[config.mk]
export PLATFORM = sky130hd
export DESIGN_NAME = vga_config_sequencer_flat
export DESIGN_NICKNAME = d
export VERILOG_FILES = /design/src/rtl/vga_config_sequencer_pkg.sv /design/src/rtl/vga_config_sequencer_if.sv /design/src/rtl/vga_cfg_rr_arbiter.sv /design/src/rtl/vga_config_sequencer.sv /design/src/flat_wrapper.sv
export SDC_FILE = /design/constraint.sdc
export NUM_CORES = 1
export LEC_CHECK = 0
export BUFFER_PORTS_ARGS = -buffer_cell sky130_fd_sc_hd__buf_2
export CELL_PAD_IN_SITES_DETAIL_PLACEMENT = 1
export CELL_PAD_IN_SITES_GLOBAL_PLACEMENT = 2
export CORE_ASPECT_RATIO = 0.7
export CORE_MARGIN = 5
export CORE_UTILIZATION = 30
export CTS_CLUSTER_DIAMETER = 200
export DETAILED_ROUTE_END_ITERATION = 16
export PLACE_DENSITY = 0.87
export SETUP_SLACK_MARGIN = 0.02
export SLEW_MARGIN = 5
export SYNTH_ARGS = -nofsm -noshare
export SYNTH_HDL_FRONTEND = slang
export SYNTH_SLANG_ARGS = --single-unit
[constraint.sdc]
create_clock -name clk -period 1.8 [get_ports clk]
set_input_delay 0.18 -clock clk [delete_from_list [all_inputs] [get_ports clk]]
set_output_delay 0.18 -clock clk [all_outputs]
set_load 0.03 [all_outputs]
[src/rtl/vga_config_sequencer_pkg.sv]
// Shared constants and types for the VGA config sequencer.
package vga_config_sequencer_pkg;

  // Default bus width and boot table length. Modules carry their own
  // CONFIG_WIDTH / NUM_REGS parameters and default them to these values.
  localparam int DEFAULT_CONFIG_WIDTH = 12;
  localparam int DEFAULT_NUM_REGS     = 8;

  // Timing register map, which is also the boot table order.
  localparam int ADDR_H_LEFT  = 0;
  localparam int ADDR_V_LEFT  = 1;
  localparam int ADDR_H_RIGHT = 2;
  localparam int ADDR_V_RIGHT = 3;
  localparam int ADDR_H_SYNC  = 4;
  localparam int ADDR_V_SYNC  = 5;
  localparam int ADDR_H_MAX   = 6;
  localparam int ADDR_V_MAX   = 7;

  // Sequencer states: BOOT replays the table, IDLE arbitrates, HOLD waits
  // for the VSync falling edge, SEND presents one runtime write.
  typedef enum logic [1:0] {
    BOOT = 2'd0,
    IDLE = 2'd1,
    HOLD = 2'd2,
    SEND = 2'd3
  } seq_state_t;

endpackage

[src/rtl/vga_config_sequencer_if.sv]
// VGA config port bundle.
// Handshake: the master raises c_valid with c_addr/c_data and holds all three
// stable until a cycle with c_valid && c_ready; that cycle is the transfer.
// c_ready may be high before or in the same cycle c_valid rises.
interface vga_config_sequencer_if
  import vga_config_sequencer_pkg::*;
#(
  parameter int CONFIG_WIDTH = DEFAULT_CONFIG_WIDTH
);
  logic                    c_valid;
  logic [CONFIG_WIDTH-1:0] c_addr;
  logic [CONFIG_WIDTH-1:0] c_data;
  logic                    c_ready;

  modport master (output c_valid, output c_addr, output c_data, input c_ready);
  modport slave  (input c_valid, input c_addr, input c_data, output c_ready);
endinterface

[src/rtl/vga_cfg_rr_arbiter.sv]
// Two-way round-robin arbiter. Grants are combinational; rr_last remembers
// the last winner and only moves when en is high and someone is granted.
module vga_cfg_rr_arbiter (
  input  logic clk,
  input  logic rst_n,
  input  logic en,
  input  logic req0_valid,
  input  logic req1_valid,
  output logic grant0,
  output logic grant1
);

  // 1 after reset so requester 0 wins the first tie.
  logic rr_last;

  // Pick the requester opposite to the last winner on a tie.
  always_comb begin
    grant0 = 1'b0;
    grant1 = 1'b0;
    if (req0_valid && req1_valid) begin
      if (rr_last) grant0 = 1'b1;
      else         grant1 = 1'b1;
    end else if (req0_valid) begin
      grant0 = 1'b1;
    end else if (req1_valid) begin
      grant1 = 1'b1;
    end
  end

  // Remember the winner of each arbitration that actually takes effect.
  always_ff @(posedge clk or negedge rst_n) begin
    if (!rst_n) begin
      rr_last <= 1'b1;
    end else if (en && (grant0 || grant1)) begin
      rr_last <= grant1;
    end
  end

endmodule

[src/rtl/vga_config_sequencer.sv]
// Owns the VGA config port: replays the boot timing table after reset, then
// forwards round-robin arbitrated runtime writes, optionally aligned to the
// start of a VSync pulse so timing never changes mid-frame.
module vga_config_sequencer
  import vga_config_sequencer_pkg::*;
#(
  parameter int CONFIG_WIDTH = DEFAULT_CONFIG_WIDTH,
  parameter int NUM_REGS     = DEFAULT_NUM_REGS,
  parameter bit ALIGN_VSYNC  = 1'b1,
  parameter int H_LEFT_INIT  = 48,
  parameter int V_LEFT_INIT  = 33,
  parameter int H_RIGHT_INIT = 16,
  parameter int V_RIGHT_INIT = 10,
  parameter int H_SYNC_INIT  = 96,
  parameter int V_SYNC_INIT  = 2,
  parameter int H_MAX_INIT   = 800,
  parameter int V_MAX_INIT   = 525
) (
  input  logic                    clk,
  input  logic                    rst_n,
  input  logic                    req0_valid,
  input  logic [CONFIG_WIDTH-1:0] req0_addr,
  input  logic [CONFIG_WIDTH-1:0] req0_data,
  output logic                    req0_ready,
  input  logic                    req1_valid,
  input  logic [CONFIG_WIDTH-1:0] req1_addr,
  input  logic [CONFIG_WIDTH-1:0] req1_data,
  output logic                    req1_ready,
  input  logic                    vsync_in,
  vga_config_sequencer_if.master  cfg,
  output logic                    boot_done,
  output logic                    busy,
  output seq_state_t              state_dbg
);

  localparam int IDX_W = (NUM_REGS > 1) ? $clog2(NUM_REGS) : 1;
  localparam logic [IDX_W-1:0] IDX_LAST = IDX_W'(NUM_REGS - 1);

  // Boot value for a table index; entries past the named registers boot to 0.
  function automatic logic [CONFIG_WIDTH-1:0] boot_value(input logic [IDX_W-1:0] i);
    case (int'(i))
      ADDR_H_LEFT:  return CONFIG_WIDTH'(H_LEFT_INIT);
      ADDR_V_LEFT:  return CONFIG_WIDTH'(V_LEFT_INIT);
      ADDR_H_RIGHT: return CONFIG_WIDTH'(H_RIGHT_INIT);
      ADDR_V_RIGHT: return CONFIG_WIDTH'(V_RIGHT_INIT);
      ADDR_H_SYNC:  return CONFIG_WIDTH'(H_SYNC_INIT);
      ADDR_V_SYNC:  return CONFIG_WIDTH'(V_SYNC_INIT);
      ADDR_H_MAX:   return CONFIG_WIDTH'(H_MAX_INIT);
      ADDR_V_MAX:   return CONFIG_WIDTH'(V_MAX_INIT);
      default:      return '0;
    endcase
  endfunction

  seq_state_t              state, state_d;
  logic [IDX_W-1:0]        idx, idx_d;
  logic                    c_valid_r, c_valid_d;
  logic [CONFIG_WIDTH-1:0] c_addr_r, c_addr_d;
  logic [CONFIG_WIDTH-1:0] c_data_r, c_data_d;
  logic [CONFIG_WIDTH-1:0] hold_addr, hold_addr_d;
  logic [CONFIG_WIDTH-1:0] hold_data, hold_data_d;
  logic                    req0_ready_r, req0_ready_d;
  logic                    req1_ready_r, req1_ready_d;
  logic                    boot_done_r, boot_done_d;
  logic                    vsync_q;
  logic                    grant0, grant1;
  logic                    xfer;
  logic                    vsync_fall;
  logic [CONFIG_WIDTH-1:0] sel_addr, sel_data;

  vga_cfg_rr_arbiter u_arb (
    .clk        (clk),
    .rst_n      (rst_n),
    .en         (state == IDLE),
    .req0_valid (req0_valid),
    .req1_valid (req1_valid),
    .grant0     (grant0),
    .grant1     (grant1)
  );

  // Transfer, VSync edge and granted request payload.
  always_comb begin
    xfer       = c_valid_r && cfg.c_ready;
    vsync_fall = vsync_q && !vsync_in;
    sel_addr   = grant0 ? req0_addr : req1_addr;
    sel_data   = grant0 ? req0_data : req1_data;
  end

  // Next-state and next-output logic for the whole sequencer.
  always_comb begin
    state_d      = state;
    idx_d        = idx;
    c_valid_d    = c_valid_r;
    c_addr_d     = c_addr_r;
    c_data_d     = c_data_r;
    hold_addr_d  = hold_addr;
    hold_data_d  = hold_data;
    req0_ready_d = 1'b0;
    req1_ready_d = 1'b0;
    boot_done_d  = boot_done_r;
    case (state)
      BOOT: begin
        if (!c_valid_r) begin
          // First cycle after reset: present the current table entry.
          c_valid_d = 1'b1;
          c_addr_d  = CONFIG_WIDTH'(idx);
          c_data_d  = boot_value(idx);
        end else if (xfer) begin
          if (idx == IDX_LAST) begin
            c_valid_d   = 1'b0;
            boot_done_d = 1'b1;
            state_d     = IDLE;
          end else begin
            // Back-to-back: next entry follows with c_valid kept high.
            idx_d    = idx + 1'b1;
            c_addr_d = CONFIG_WIDTH'(idx + 1'b1);
            c_data_d = boot_value(idx + 1'b1);
          end
        end
      end
      IDLE: begin
        if (grant0 || grant1) begin
          hold_addr_d  = sel_addr;
          hold_data_d  = sel_data;
          req0_ready_d = grant0;
          req1_ready_d = grant1;
          if (ALIGN_VSYNC) begin
            state_d = HOLD;
          end else begin
            state_d   = SEND;
            c_valid_d = 1'b1;
            c_addr_d  = sel_addr;
            c_data_d  = sel_data;
          end
        end
      end
      HOLD: begin
        if (vsync_fall) begin
          state_d   = SEND;
          c_valid_d = 1'b1;
          c_addr_d  = hold_addr;
          c_data_d  = hold_data;
        end
      end
      SEND: begin
        if (xfer) begin
          c_valid_d = 1'b0;
          state_d   = IDLE;
        end
      end
      default: state_d = BOOT;
    endcase
  end

  // State and registered outputs; vsync_q tracks vsync_in every cycle so an
  // edge arriving on the very cycle HOLD is entered is still seen.
  always_ff @(posedge clk or negedge rst_n) begin
    if (!rst_n) begin
      state        <= BOOT;
      idx          <= '0;
      c_valid_r    <= 1'b0;
      c_addr_r     <= '0;
      c_data_r     <= '0;
      hold_addr    <= '0;
      hold_data    <= '0;
      req0_ready_r <= 1'b0;
      req1_ready_r <= 1'b0;
      boot_done_r  <= 1'b0;
      vsync_q      <= 1'b1;
    end else begin
      state        <= state_d;
      idx          <= idx_d;
      c_valid_r    <= c_valid_d;
      c_addr_r     <= c_addr_d;
      c_data_r     <= c_data_d;
      hold_addr    <= hold_addr_d;
      hold_data    <= hold_data_d;
      req0_ready_r <= req0_ready_d;
      req1_ready_r <= req1_ready_d;
      boot_done_r  <= boot_done_d;
      vsync_q      <= vsync_in;
    end
  end

  assign cfg.c_valid = c_valid_r;
  assign cfg.c_addr  = c_addr_r;
  assign cfg.c_data  = c_data_r;
  assign req0_ready  = req0_ready_r;
  assign req1_ready  = req1_ready_r;
  assign boot_done   = boot_done_r;
  assign busy        = (state != IDLE);
  assign state_dbg   = state;

endmodule

[src/flat_wrapper.sv]
// flat-port wrapper written by rule: the top's interface ports become plain ports
module vga_config_sequencer_flat import vga_config_sequencer_pkg::*;
#(
  parameter int CONFIG_WIDTH = DEFAULT_CONFIG_WIDTH,
  parameter int NUM_REGS     = DEFAULT_NUM_REGS,
  parameter bit ALIGN_VSYNC  = 1'b1,
  parameter int H_LEFT_INIT  = 48,
  parameter int V_LEFT_INIT  = 33,
  parameter int H_RIGHT_INIT = 16,
  parameter int V_RIGHT_INIT = 10,
  parameter int H_SYNC_INIT  = 96,
  parameter int V_SYNC_INIT  = 2,
  parameter int H_MAX_INIT   = 800,
  parameter int V_MAX_INIT   = 525
)
  (clk, rst_n, req0_valid, req0_addr, req0_data, req0_ready, req1_valid, req1_addr, req1_data, req1_ready, vsync_in, boot_done, busy, state_dbg, cfg_c_valid, cfg_c_addr, cfg_c_data, cfg_c_ready);
  vga_config_sequencer_if #(.CONFIG_WIDTH(CONFIG_WIDTH)) cfg_i ();
  input  logic clk;
  input  logic rst_n;
  input  logic req0_valid;
  input  logic [CONFIG_WIDTH-1:0] req0_addr;
  input  logic [CONFIG_WIDTH-1:0] req0_data;
  output logic req0_ready;
  input  logic req1_valid;
  input  logic [CONFIG_WIDTH-1:0] req1_addr;
  input  logic [CONFIG_WIDTH-1:0] req1_data;
  output logic req1_ready;
  input  logic vsync_in;
  output logic boot_done;
  output logic busy;
  output seq_state_t state_dbg;
  output wire logic [$bits(cfg_i.c_valid)-1:0] cfg_c_valid;
  output wire logic [$bits(cfg_i.c_addr)-1:0] cfg_c_addr;
  output wire logic [$bits(cfg_i.c_data)-1:0] cfg_c_data;
  input wire logic [$bits(cfg_i.c_ready)-1:0] cfg_c_ready;
  assign cfg_c_valid = cfg_i.c_valid;
  assign cfg_c_addr = cfg_i.c_addr;
  assign cfg_c_data = cfg_i.c_data;
  assign cfg_i.c_ready = cfg_c_ready;
  vga_config_sequencer #(.CONFIG_WIDTH(CONFIG_WIDTH), .NUM_REGS(NUM_REGS), .ALIGN_VSYNC(ALIGN_VSYNC), .H_LEFT_INIT(H_LEFT_INIT), .V_LEFT_INIT(V_LEFT_INIT), .H_RIGHT_INIT(H_RIGHT_INIT), .V_RIGHT_INIT(V_RIGHT_INIT), .H_SYNC_INIT(H_SYNC_INIT), .V_SYNC_INIT(V_SYNC_INIT), .H_MAX_INIT(H_MAX_INIT), .V_MAX_INIT(V_MAX_INIT)) u_core (.clk(clk), .rst_n(rst_n), .req0_valid(req0_valid), .req0_addr(req0_addr), .req0_data(req0_data), .req0_ready(req0_ready), .req1_valid(req1_valid), .req1_addr(req1_addr), .req1_data(req1_data), .req1_ready(req1_ready), .vsync_in(vsync_in), .cfg(cfg_i), .boot_done(boot_done), .busy(busy), .state_dbg(state_dbg));
endmodule
Word level (Yosys, flattened, before mapping)
Memories as Yosys holds them, arrays and structs flattened.
Cells that the tools add are included.
{"block": "totals", "reg_bits": 59, "latch_bits": 0, "ramBits": 0, "mem_bits_ro": 144, "inputBits": 54, "out_inout_bits": 31, "wordCells": 81, "memories": 2}
{"block": "op_classes", "n_addsub": 2, "mul": 0, "div_mod_pow": 0, "magnitude_cmp": 0, "eq_ne": 13, "n_shift": 0, "mux": 36, "n_bitwise": 2, "reduce_logical": 14}
{"name": "(name not given)", "words": 8, "width": 9, "rd": 1, "rd_clocked_by_memory_dff": 0, "wr": 0, "line_no": "vga_config_sequencer.sv:41", "source": "case (int'(i))"}
{"name": "(name not given)", "words": 8, "width": 9, "rd": 1, "rd_clocked_by_memory_dff": 0, "wr": 0, "line_no": "vga_config_sequencer.sv:41"}
{"op": "$mux W12", "n": 10}
{"op": "$pmux W12 S2", "n": 2}
{"op": "$mux W1", "n": 16}
{"op": "$ne A2 B1 Y1 const B", "n": 7}
{"op": "$mux W2", "n": 6}
{"op": "$reduce_and A4 Y1", "n": 3}
{"op": "$pmux W2 S4", "n": 1}
{"op": "$ne A3 B3 Y1 const B", "n": 2}
{"op": "$reduce_and A6 Y1", "n": 1}
{"op": "$add A3 B1 Y4 const B", "n": 1}
{"op": "$eq A2 B2 Y1 const B", "n": 2}
{"op": "$logic_and A1 B1 Y1", "n": 4}
{"op": "$add A3 B1 Y3 const B", "n": 1}
{"op": "$eq A3 B3 Y1 const B", "n": 1}
{"op": "$pmux W1 S3", "n": 1}
{"op": "$reduce_and A3 Y1", "n": 1}
{"op": "$eq A2 B1 Y1 const B", "n": 1}
{"op": "$logic_not A2 Y1", "n": 1}
{"op": "$not A1 Y1", "n": 2}
{"op": "$reduce_and A2 Y1", "n": 1}
{"op": "$reduce_bool A2 Y1", "n": 1}
{"op": "$logic_not A1 Y1", "n": 1}
{"op": "$logic_or A1 B1 Y1", "n": 1}

Logic depth before layout (Yosys ltp)
{"block": "logic_depth", "ltp_word": 6, "ltp_mapped": 8, "depth_no_buf": 6}

Cells and area by module
Synthesis repeated with hierarchy kept, for this count alone.
{"block": "unflattened", "cells_unflattened": 334, "hier_area_um2": 3316.9}
{"mod": "vga_config_sequencer", "instances": 1, "cells_each": 328, "area_per_inst_um2": 3260.6}
{"mod": "vga_cfg_rr_arbiter", "instances": 1, "cells_each": 6, "area_per_inst_um2": 56.3}

Worst setup path before layout
No wires, ideal clock.
{"block": "synth_path", "kind": "register to register", "start": "register u_core.state[0], in the netlist u_core.state_dbg[0]", "end": "register u_core.c_addr_r[0], in the netlist u_core.cfg.c_addr[0]", "setup_time_ps": 125, "arrival_time_ps": 1900, "required_time_ps": 1675, "path_slack_ps": -226, "stages_incl_launch_ff": 9, "n_path_buf": 2, "period_less_slack_ps": 2026, "cell_sequence": "dfrtp_1 -> inv_1 -> ha_1 -> buf_6 -> inv_4 -> or2_4 -> a21oi_4 -> buf_12 -> mux2_4"}
{"block": "synth_between", "elab_chain_cells": 3, "word_cells_on_any_way": 8, "classes_between": "eq/ne: 4; mux: 1; reduce/logical: 3"}
{"item": "start, declared", "line_no": "vga_config_sequencer.sv:54", "source": "seq_state_t state, state_d;"}
{"item": "start signal, assigned", "line_no": "vga_config_sequencer.sv:170", "source": "state <= state_d;"}
{"item": "$eq A2 B2 Y1 or $logic_not A2 Y1 (tied branches)", "line_no": "vga_config_sequencer.sv:100", "source": "case (state)"}
{"item": "$ne A2 B1 Y1 (no line), or another cell as far along"}
{"item": "$reduce_and A4 Y1 (no line)"}
{"item": "end signal, assigned", "line_no": "vga_config_sequencer.sv:173", "source": "c_addr_r <= c_addr_d;"}
{"item": "end, declared", "line_no": "vga_config_sequencer.sv:57", "source": "logic [CONFIG_WIDTH-1:0] c_addr_r, c_addr_d;"}
Parallel ways exist; a longest one is shown, timed or not.
A chain may end at the register's enable or synchronous reset.

Worst setup path after layout
{"block": "layout_path", "start": "register u_core.idx[1]", "end": "register u_core.c_data_r[0], in the netlist u_core.cfg.c_data[0]"}
{"block": "layout_between", "elab_chain_cells": 6, "word_cells_on_any_way": 10, "classes_between": "add/sub: 1; eq/ne: 2; mux: 4; reduce/logical: 1; memory: 2"}
{"item": "start, declared", "line_no": "vga_config_sequencer.sv:55", "source": "logic [IDX_W-1:0] idx, idx_d;"}
{"item": "start signal, assigned", "line_no": "vga_config_sequencer.sv:171", "source": "idx <= idx_d;"}
{"item": "$add A3 B1 Y3", "line_no": "vga_config_sequencer.sv:116", "source": "c_data_d = boot_value(idx + 1'b1);"}
{"item": "$mem_v2 Z8 W9"}
{"item": "$mux W12", "line_no": "vga_config_sequencer.sv:108", "source": "if (idx == IDX_LAST) begin"}
{"item": "$mux W12", "line_no": "vga_config_sequencer.sv:107", "source": "end else if (xfer) begin"}
{"item": "$mux W12", "line_no": "vga_config_sequencer.sv:102", "source": "if (!c_valid_r) begin"}
{"item": "$pmux W12 S2", "line_no": "vga_config_sequencer.sv:100"}
{"item": "end signal, assigned", "line_no": "vga_config_sequencer.sv:174", "source": "c_data_r <= c_data_d;"}
{"item": "end, declared", "line_no": "vga_config_sequencer.sv:58", "source": "logic [CONFIG_WIDTH-1:0] c_data_r, c_data_d;"}
Parallel ways exist; a longest one is shown, timed or not. The select of a mux whose other input is x is not followed.

==> impl_results.md <==
* Vias at 2557
* Leakage power at 2.19 nW
* Dpl ws at -0.152 ns
* Top delay family on crit path: multiplexers
* Status: complete, but fails checks
* Share of cells above drive strength 1 at 43.8%
* Synth Instances at 286
* Logic pwr share at 49.7%
* Hold path cells at 3
* Vias per inst at approximately 4.8
* TritonCTS buffer count at 9
* Routed Antenna Nets at 0
* Top-area cell type share of the netlist area at 45.8%
* Number of port buffers at 84
* DP HPWL at 6370 um
* Core Area at just over 10000 um2
* Slew HR at between 30% and 40%
* Synth warn at 0
* Initial antenna violation count at 0
* Crit end category: flop
* IR Drop Worst-Case VDD at 1.08 mV
* Die area at 12600 um2
* Number of flops mapped to enable cells by yosys at 0
* Unique masters post-synth at 40
* Htree depth at 3
* Reg-to-reg endpoint: u_core.cfg.c_data[0]$_DFFE_PN0P_
* Failing checks: setup timing
* Switching power of the nets at 0.00344 W
* HP Start: req0_addr[7]
* Tot Pwr at 0.00862 W
* Vias in the first global route at 2692
* DR WL/cell at around 17 um
* Switch share at 39.9%
* Pre-Repair DR Iteration Count at 4
* Synthesized area at 3110 um2
* Final Hold Fails at 0
* Buf/Inv on CP at 1
* Die H at 95.2 um
* Gp weighted congestion at 0.803
* Crit path largest cell delay at 0.42 ns
* Clock Latency Late Sink at about 0.33 ns
* Ys flop type: dfrtp_1
* Clk pin slew, worst setup/hold paths at 0.05 ns
* Final TNS setup at -0.253 ns
* Synth async-reset ratio at 100%
* Area Overhead vs Synth at 39.9%
* GRT overflow at 0
* Setup Viol. Count Final at 8
* Critical path fanouts, max at 6
* Root buffer selected by CTS: clkbuf_16
* Fin cells at 532
* Flop pwr share at 27.3%
* RSZ-0062 raised after global routing: true
* Cell taking the most area after synthesis: dfrtp_1
* First-pass GRT wire length at 14200 um
* Seq cells post-synth at 59
* Hold Worst Slack at 0.139 ns
* DRT iter0 DRCs at 120
* Setup CP Type: flop to flop
* Row Count at 31
* Placed cells at between 500 and 600
* Worst-margin pin slew at around 1 ns
* Worst EP arrival at 2.11 ns
* Pwr dens at 1980 nW/um2
* Sequential element share of the synthesized area at 47.5%
* Final min period at 1.90 ns
* Initial Util at 30.4%
* Total Routing Usage GR at 14.2%
* Hold crit path type: input pin to flop
* Clock skew at 0.00881 ns
* Worst Reg2Reg Path Length in Cells at 7
* Setup ws final at -0.105 ns
* Fin nets at 465
* Internal at 0.00519 W
* Avg Cell Area, Syn at 10.9 um2
* Fmax at approximately 0.53 GHz
* Syn_nets at 356
* R2r startpoint: u_core.idx[1]$_DFFE_PN0P_
* Critical path data required time at between 2 and 2.5 ns
* CP Cell Sequence: ha_4 -> buf_6 -> ha_4 -> mux2i_2 -> mux2_4 -> o21ai_2 -> mux2_4
* CTS Sinks at 59
* Dominant cells by area after synthesis: dfrtp_1, mux2i_1, ha_1
* Hold Path Sink: u_core.hold_addr[7]$_DFFE_PN0P_
* # Max-Cap Violations at 0
* Post-Route WL at around 9000 um
* Final Slew Violations at 0
* IO Count at 85
* Max Root-Sink Buffers at 2
* Clock power share at 23.0%
* R2R Setup Slk at -0.10 ns
* Largest net degree at the start of global routing at 50
* CTS tree: built
* CP max-delay cell: dfrtp_2
* Share of the clock period used by the worst path at 106%
* DRC viols at 0
* Die X at around 130 um
* Diode count at 0
* Nature of the critical path startpoint: flop
synthesized netlist by cell type (all sizes together) (2+ instances only):
cell type  instances
a211oi             2
a21o               2
a21oi              4
a22o              11
a31oi              4
and3b              3
buf               12
clkbuf             6
dfrtp             57
dfstp              2
ha                16
inv               10
mux2              17
mux2i             29
nand2             46
nand2b             2
nor2               5
nor3               2
o211ai             2
o21ai             40
xnor2              2
layer usage:
layer | GRT usage [%] | share of wire, % | up-vias
li1 | - | - | 1230
met3 | 4.85 | 5.5 | 10
met4 | 4.88 | 1.2 | 0
met2 | 21.7 | 46 | 69
met1 | 19.0 | 48 | 1248
met5 | 0 | 0 | -
registers in the layout (all words and copies together), names as in the netlist:
name / count
u_core.idx: 3
u_core.cfg.c_data: 12
u_core.hold_addr: 12
u_core.req0_ready: 1
u_core.cfg.c_addr: 12
u_core.hold_data: 12
u_core.req1_ready: 1
u_core.state_dbg: 2
u_core.vsync_q: 1
u_core.u_arb.rr_last: 1
u_core.boot_done: 1
u_core.cfg.c_valid: 1
cell families (layout without fill, tap and decap cells):
kind of cell	count (synthesis)	count (layout)	share of synthesized area [%]
muxes	46	46	16.7
adders and majority gates	16	16	6.43
DFF	59	59	47.5
buffers and inverters	28	141	5.22
AOI/OAI and AO/OA	72	73	14.8
xor gates and xnor gates	2	2	0.563
and+or+nand+nor	63	63	8.84
worst max path at each step:
stage / from / endpoint / slack (ns) / depth (start not counted)
2_1_floorplan: u_core.state_dbg[0]$_DFFE_PN0P_ / u_core.cfg.c_addr[0]$_DFFE_PN0P_ / -0.1 / 8
3_3_place_gp: u_core.idx[0]$_DFFE_PN0P_ / u_core.cfg.c_addr[1]$_DFFE_PN0P_ / -0.09 / 7
3_5_place_dp: u_core.idx[0]$_DFFE_PN0P_ / u_core.cfg.c_addr[1]$_DFFE_PN0P_ / -0.15 / 7
4_1_cts: u_core.idx[1]$_DFFE_PN0P_ / u_core.cfg.c_data[0]$_DFFE_PN0P_ / -0.06 / 7
5_1_grt: u_core.idx[1]$_DFFE_PN0P_ / u_core.cfg.c_data[0]$_DFFE_PN0P_ / -0.16 / 7
6_report: u_core.idx[1]$_DFFE_PN0P_ / u_core.cfg.c_data[0]$_DFFE_PN0P_ / -0.10 / 7
worst register-to-register path: cells and delay by family, from the launching register on:
kind	cells	cell delay [ns]
flip-flops	1	0.42
buffers and inverters	1	0.11
multiplexers	3	0.71
AO/OA/AOI/OAI	1	0.05
adder cells (fa/ha/maj)	2	0.49
area by class of cell:
type / count / area [um2]
tap: 132 / 165
sequential: 59 / 1480
fill: 1159 / 5880
multi-input combinational: 200 / 1600
inverter: 10 / 50.0
clock buffer: 13 / 280
timing repair buffer: 115 / 711
clock inverter: 3 / 67.6
power by group through the flow:
stage,clock [W],sequential [W],combinational (W)
floorplan,0,0.00287,0.00218
global placement,0,0.00235,0.00372
detailed placement,0,0.00238,0.00385
CTS,0.00203,0.00236,0.00415
global route,0.00207,0.00243,0.00473
finish,0.00198,0.00236,0.00429
stage by stage:
stage | area (um2) | utilization [%]
after global routing | 4360 | 42.6
after floorplan | 3170 | -
after detailed placement | 3840 | 37.5
final | 4360 | 42.6
after CTS | 4290 | 41.9
after global placement | 3840 | 37.5
layout by cell type (no fill, tap or decap), types with 3 or more instances in the layout:
cell / n
buf_2: 84
dfrtp_1: 54
nand2_1: 45
o21ai_0: 34
mux2i_1: 28
buf_4: 22
mux2_4: 14
a22o_1: 11
ha_1: 10
clkbuf_16: 9
inv_1: 4
nor2_1: 4
a31oi_1: 4
ha_4: 4
clkbuf_8: 4
buf_6: 4
clkinvlp_4: 3
o21ai_1: 3
and3b_1: 3
mux2_2: 3
buf_12: 3
dfrtp_2: 3
repair_timing:
item | 4_1_cts | 5_1_grt
hold endpoints to repair | 21 | 0
pin swaps | 7 | 2
buffers inserted | 3 | 5
setup endpoints to repair | 20 | 37
cloned | 0 | 1
hold buffers | 2 | 0
gates resized for setup | 21 | 6
Power figures use the tool's default switching activity.
